`src/rtl/button_conditioner_pkg.sv`:
```
// Shared definitions for the push-button conditioner.
//   KILO          : divider from Hz to cycles per millisecond
//   state_e       : conditioner FSM state encoding
//   ms_to_cycles  : milliseconds -> clock cycles at a given clock frequency
//   max3          : largest of three counts, used to size the shared counter
package button_conditioner_pkg;

  localparam int unsigned KILO = 1000;

  typedef enum logic [2:0] {
    StIdle,
    StPressWait,
    StHoldDelay,
    StHoldRepeat,
    StReleaseWait
  } state_e;

  function automatic int unsigned cycles_per_ms(input int unsigned clk_freq);
    return clk_freq / KILO;
  endfunction

  function automatic int unsigned ms_to_cycles(input int unsigned clk_freq,
                                               input int unsigned ms);
    return cycles_per_ms(clk_freq) * ms;
  endfunction

  function automatic int unsigned max3(input int unsigned a, input int unsigned b,
                                       input int unsigned c);
    int unsigned m;
    m = (a > b) ? a : b;
    return (m > c) ? m : c;
  endfunction

endpackage

```
`src/rtl/button_conditioner_sync_2ff.sv`:
```
// 1-bit two-flop synchroniser with synchronous active-high reset.
//   clk   : destination clock
//   reset : synchronous, active-high; clears both flops
//   d     : asynchronous input
//   q     : synchronised output, lags d by two clock edges
module button_conditioner_sync_2ff (
  input  logic clk,
  input  logic reset,
  input  logic d,
  output logic q
);

  logic meta_q;
  logic sync_q;

  always_ff @(posedge clk) begin
    if (reset) begin
      meta_q <= 1'b0;
      sync_q <= 1'b0;
    end else begin
      meta_q <= d;
      sync_q <= meta_q;
    end
  end

  assign q = sync_q;

endmodule

```
`src/rtl/button_conditioner.sv`:
```
// Push-button conditioner: synchronises and debounces a raw button, then emits
// single-cycle press/release pulses plus an increment pulse with auto-repeat.
//   clk           : system clock
//   reset         : synchronous, active-high
//   btn_in        : raw asynchronous button, active-high
//   pressed       : debounced button level
//   press_pulse   : one cycle per accepted press
//   release_pulse : one cycle per accepted release
//   inc_pulse     : one cycle per accepted press and per auto-repeat
module button_conditioner
  import button_conditioner_pkg::*;
#(
  parameter int unsigned CLK_FREQ        = 100_000_000,
  parameter int unsigned DEBOUNCE_MS     = 10,
  parameter int unsigned REPEAT_DELAY_MS = 500,
  parameter int unsigned REPEAT_RATE_MS  = 100
) (
  input  logic clk,
  input  logic reset,
  input  logic btn_in,
  output logic pressed,
  output logic press_pulse,
  output logic release_pulse,
  output logic inc_pulse
);

  localparam int unsigned Db   = ms_to_cycles(CLK_FREQ, DEBOUNCE_MS);
  localparam int unsigned Dly  = ms_to_cycles(CLK_FREQ, REPEAT_DELAY_MS);
  localparam int unsigned Rpt  = ms_to_cycles(CLK_FREQ, REPEAT_RATE_MS);
  localparam int unsigned CntW = $clog2(max3(Db, Dly, Rpt) + 1);

  localparam logic [CntW-1:0] DbLast  = CntW'(Db - 1);
  localparam logic [CntW-1:0] DlyLast = CntW'(Dly - 1);
  localparam logic [CntW-1:0] RptLast = CntW'(Rpt - 1);

  logic btn_sync;

  state_e          state_q, state_d;
  logic [CntW-1:0] cnt_q, cnt_d;
  logic            pressed_q, pressed_d;
  logic            press_q, press_d;
  logic            release_q, release_d;
  logic            inc_q, inc_d;

  button_conditioner_sync_2ff u_sync (
    .clk   (clk),
    .reset (reset),
    .d     (btn_in),
    .q     (btn_sync)
  );

  always_ff @(posedge clk) begin
    if (reset) begin
      state_q   <= StIdle;
      cnt_q     <= '0;
      pressed_q <= 1'b0;
      press_q   <= 1'b0;
      release_q <= 1'b0;
      inc_q     <= 1'b0;
    end else begin
      state_q   <= state_d;
      cnt_q     <= cnt_d;
      pressed_q <= pressed_d;
      press_q   <= press_d;
      release_q <= release_d;
      inc_q     <= inc_d;
    end
  end

  always_comb begin
    state_d   = state_q;
    cnt_d     = cnt_q;
    pressed_d = pressed_q;
    press_d   = 1'b0;
    release_d = 1'b0;
    inc_d     = 1'b0;
    unique case (state_q)
      StIdle: begin
        if (btn_sync) begin
          state_d = StPressWait;
          cnt_d   = '0;
        end
      end
      StPressWait: begin
        if (!btn_sync) begin
          state_d = StIdle;
          cnt_d   = '0;
        end else if (cnt_q == DbLast) begin
          state_d   = StHoldDelay;
          cnt_d     = '0;
          pressed_d = 1'b1;
          press_d   = 1'b1;
          inc_d     = 1'b1;
        end else begin
          cnt_d = cnt_q + 1'b1;
        end
      end
      StHoldDelay: begin
        if (!btn_sync) begin
          state_d = StReleaseWait;
          cnt_d   = '0;
        end else if (cnt_q == DlyLast) begin
          state_d = StHoldRepeat;
          cnt_d   = '0;
          inc_d   = 1'b1;
        end else begin
          cnt_d = cnt_q + 1'b1;
        end
      end
      StHoldRepeat: begin
        if (!btn_sync) begin
          state_d = StReleaseWait;
          cnt_d   = '0;
        end else if (cnt_q == RptLast) begin
          cnt_d = '0;
          inc_d = 1'b1;
        end else begin
          cnt_d = cnt_q + 1'b1;
        end
      end
      StReleaseWait: begin
        // A bounce back high is not a new press: restart the repeat delay only.
        if (btn_sync) begin
          state_d = StHoldDelay;
          cnt_d   = '0;
        end else if (cnt_q == DbLast) begin
          state_d   = StIdle;
          cnt_d     = '0;
          pressed_d = 1'b0;
          release_d = 1'b1;
        end else begin
          cnt_d = cnt_q + 1'b1;
        end
      end
      default: begin
        state_d = StIdle;
        cnt_d   = '0;
      end
    endcase
  end

  assign pressed       = pressed_q;
  assign press_pulse   = press_q;
  assign release_pulse = release_q;
  assign inc_pulse     = inc_q;

endmodule
```
`config.mk`:
```
export PLATFORM = sky130hd
export DESIGN_NAME = button_conditioner
export DESIGN_NICKNAME = d
export VERILOG_FILES = /design/src/rtl/button_conditioner_pkg.sv /design/src/rtl/button_conditioner_sync_2ff.sv /design/src/rtl/button_conditioner.sv
export SDC_FILE = /design/constraint.sdc
export NUM_CORES = 1
export LEC_CHECK = 0
export BUFFER_PORTS_ARGS = -buffer_cell sky130_fd_sc_hd__buf_2
export CAP_MARGIN = 5
export CORE_ASPECT_RATIO = 0.9
export CORE_MARGIN = 1
export CORE_UTILIZATION = 30
export DETAILED_ROUTE_END_ITERATION = 10
export PLACE_DENSITY_LB_ADDON = 0.25
export SLEW_MARGIN = 15
export SYNTH_ARGS = -nofsm -noshare
export SYNTH_HDL_FRONTEND = slang
export SYNTH_SLANG_ARGS = --single-unit
```
`constraint.sdc`:
```
create_clock -name clk -period 5.1 [get_ports clk]
set_clock_uncertainty 0.2 [all_clocks]
set_input_delay 1.02 -clock clk [delete_from_list [all_inputs] [get_ports clk]]
set_output_delay 1.02 -clock clk [all_outputs]
set_load 0.01 [all_outputs]
```
==> impl_metrics.csv <==
group,metric,value,unit
run_status,outcome,"complete, no violations",
global_route,grt-busiest-layer,"met2",
worst_setup_path,cp_max_fo,16,
clocking,cts.sinks,35,
synthesis,ys.flop_type,"dfxtp_1",
clocking,hold_buffers,0,
finish,layout_common_cells,"dfxtp_1 (35), nand2_1 (29), nand3_1 (22), a21oi_1 (18), nor2_1 (17)",
worst_setup_path,cpPeakStageDelay,410,ps
clocking,cts_buffers,5,
clocking,clock_path_buffers,2,
global_route,groute.layer.met2.usage,22.9,%
timing,worstMarginPinSlew,646,ps
worst_setup_path,critPathLaunch,"cnt_q[0]$_SDFFE_PP0P_",
global_route,grt_antenna_before_repair,0,
floorplanning,die_w,87.2,um
floorplanning,die_h,78.6,um
clocking,h-tree-depth,2,
worst_setup_path,cp_top_family,"compound AO/OA/AOI/OAI gates",
hold_path,hold_depth,1,
clocking,clkSlewWorstSetupHoldPaths,80,ps
synthesis,ys_seq_area_share,35.8,%
synthesis,ys_ff_latch,35,
synthesis,ys_types,51,
timing,setup_ws,2630,ps
synthesis,synth_area,0.00196,sq mm
synthesis,syn_nets,255,
synthesis,yosys_warnings,0,
floorplanning,num_io_pins,7,
timing,final_hold_viol_count,0,
pwr,power.density,232,mW/mm^2
global_route,grt_pass1_wl,8.38,mm
placement,port_buffers,6,
synthesis,avgSynthCellArea,7.80,sq um
drt,dr_total_vias,1822,
timing,hold_ws,241,ps
drt,drtPass1Iterations,4,
global_route,grt-ovfl-total,0,
global_route,met3_usage,3.58,%
floorplanning,coreArea,0.00622,sq mm
drt,routed_wl,4.83,mm
finish,area_delta_synth_final,8.75,%
placement,postPlaceCellArea,0.00205,sq mm
finish,layout.nets,258,
floorplanning,initial_core_util,31.5,%
clocking,cts_setup_buffers,0,
floorplanning,die_area,0.00685,sq mm
worst_setup_path,path_class,"flip-flop to flip-flop",
worst_setup_path,crit_cells,7,
timing,slew_headroom,56.5,%
finish,fin_area,0.00213,sq mm
global_route,grt_pass1_vias,1672,
placement,place_ws,2450,ps
floorplanning,floorplan.rows,27,
clocking,cts_tree,"yes",
placement,hpwl,3.44,mm
finish,num_antenna_cells,0,
drt,wire_per_inst,14.1,um
timing,rsz0062_at_grt,"false",
global_route,globalRouteMet1Util,22.4,%
timing,setup-tns-final,0,ps
timing,finalSetupViolCount,0,
worst_setup_path,rr_startpoint,"cnt_q[0]$_SDFFE_PP0P_",
worst_setup_path,r2r_cells,7,
global_route,grt_max_degree,23,
clocking,insertion_delay,290,ps
drt,drtIter0Drc,104,
finish,layout_commonest_cell,"dfxtp_1",
worst_setup_path,crit_chain,"ha_1 -> and3_1 -> nand4b_1 -> o31ai_2 -> o22a_2 -> o21ai_1 -> a22o_1",
clocking,cts_resized,0,
synthesis,synthArstFlopShare,0,%
worst_setup_path,critPathBufInv,0,
timing,fin_crit,2470,ps
synthesis,netlist_instances,251,
clocking,clockRootBuffer,"clkbuf_8",
drt,drc,0,
drt,vias_per_cell,5.33,
global_route,track_usage,15.8,%
timing,fin_crit_sh,48.5,%
pwr,p_leak,0.706,nW
placement,gp_congestion,0.816,
flow_run,cap_violations,0,
worst_setup_path,arrival,2450,ps
worst_setup_path,crit_path_end_kind,"flip-flop",
hold_path,hp-class,"flip-flop to flip-flop",
synthesis,synth-edff-count,0,
pwr,ir_worst_vdd,0.0000656,V
worst_setup_path,start_kind,"flip-flop",
timing,max_clock_freq,404,MHz
worst_setup_path,cp.required,5080,ps
timing,drv_slew,0,
hold_path,min-delay-start,"u_sync.meta_q$_SDFF_PP0_",
drt,drtAntennaViolNets,0,
finish,drive_above_1_share,10.2,%
worst_setup_path,critPathSlowestCell,"dfxtp_1",
-- flip-flops by register name, summed over array words and instances (netlist names) --
register and flops:
cnt_q 26, inc_pulse 1, press_pulse 1, pressed 1
release_pulse 1, state_q 3, u_sync.meta_q 1, u_sync.q 1
-- where the power goes --
group / internal, W / switching, W
registers: 0.000275 / 0.00000371
logic: 0.00000596 / 0.0000126
clock network: 0.0000935 / 0.000103
total: 0.000374 / 0.000119
-- synthesized netlist by cell type (2+ instances only) --
cell type / n / area (sq um)
nand2_1: 29 / 109
dfxtp_1: 35 / 701
nor3b_1: 3 / 22.5
nor2_1: 17 / 63.8
o21ai_0: 13 / 65.1
buf_4: 2 / 15.0
o211ai_1: 2 / 15.0
a31oi_1: 5 / 31.3
and2_1: 3 / 18.8
and4_1: 4 / 35.0
and3_1: 5 / 31.3
nor3_2: 3 / 30.0
nor2b_1: 4 / 25.0
a21o_1: 3 / 22.5
or3_1: 8 / 50.1
o21ai_1: 3 / 15.0
and4bb_2: 2 / 25.0
a21oi_1: 18 / 90.1
nor4_1: 6 / 37.5
nand3_1: 22 / 110
xnor2_1: 2 / 17.5
nand4_1: 9 / 56.3
nor3_1: 5 / 25.0
clkbuf_1: 4 / 15.0
inv_1: 11 / 41.3
buf_2: 5 / 25.0
mux2i_1: 3 / 30.0
xor2_1: 2 / 17.5
-- stage by stage --
stage | std cells | total power [W] | utilization, %
6_report | 342 | 0.000493 | 34.3
5_1_grt | 342 | 0.000517 | 34.3
4_1_cts | 342 | 0.000501 | 34.3
3_3_place_gp | 334 | 0.000303 | 32.9
2_1_floorplan | 251 | 0.000298 | -
3_5_place_dp | 334 | 0.000303 | 32.9
-- cells by family after synthesis --
group | synth area share, %
AND/OR/NAND/NOR | 36.7
AO/OA/AOI/OAI | 18.1
flip-flops | 35.8
buffers and inverters | 5.49
XOR/XNOR | 1.79
multiplexers | 1.53
adder cells (fa/ha/maj) | 0.639
-- path summary, 6_finish.rpt --
kind                                               to  slack, ps
worst max-delay path            cnt_q[5]$_SDFFE_PP0P_       2630
worst min-delay path              u_sync.q$_SDFF_PP0_        240
worst max register to register  cnt_q[5]$_SDFFE_PP0P_       2630
worst min register to register    u_sync.q$_SDFF_PP0_        240
-- final cells by class --
| class | count | area [sq um] |
|---|---|---|
| Sequential cell | 35 | 701 |
| Inverter | 11 | 41.3 |
| Fill cell | 669 | 4090 |
| Clock buffer | 5 | 68.8 |
| Multi-Input combinational cell | 193 | 1150 |
| Timing Repair Buffer | 8 | 45.0 |
| Tap cell | 87 | 109 |
| Clock inverter | 3 | 15.0 |
-- worst register-to-register path, cell delays in order (launching register included) --
cell and delay, ps:
dfxtp_1 410, ha_1 230, and3_1 270, nand4b_1 180, o31ai_2 370, o22a_2 400, o21ai_1 120, a22o_1 190
-- metal layers --
layer  vias to the layer above  wire length [um]  share of wire (%)
met2                        49              2040                 42
li1                        927                 -                  -
met5                         -                 0                  0
met3                         6               249                5.2
met4                         0                58                1.2
met1                       840              2490                 51
No activity file was read; power rests on OpenSTA's default activity.
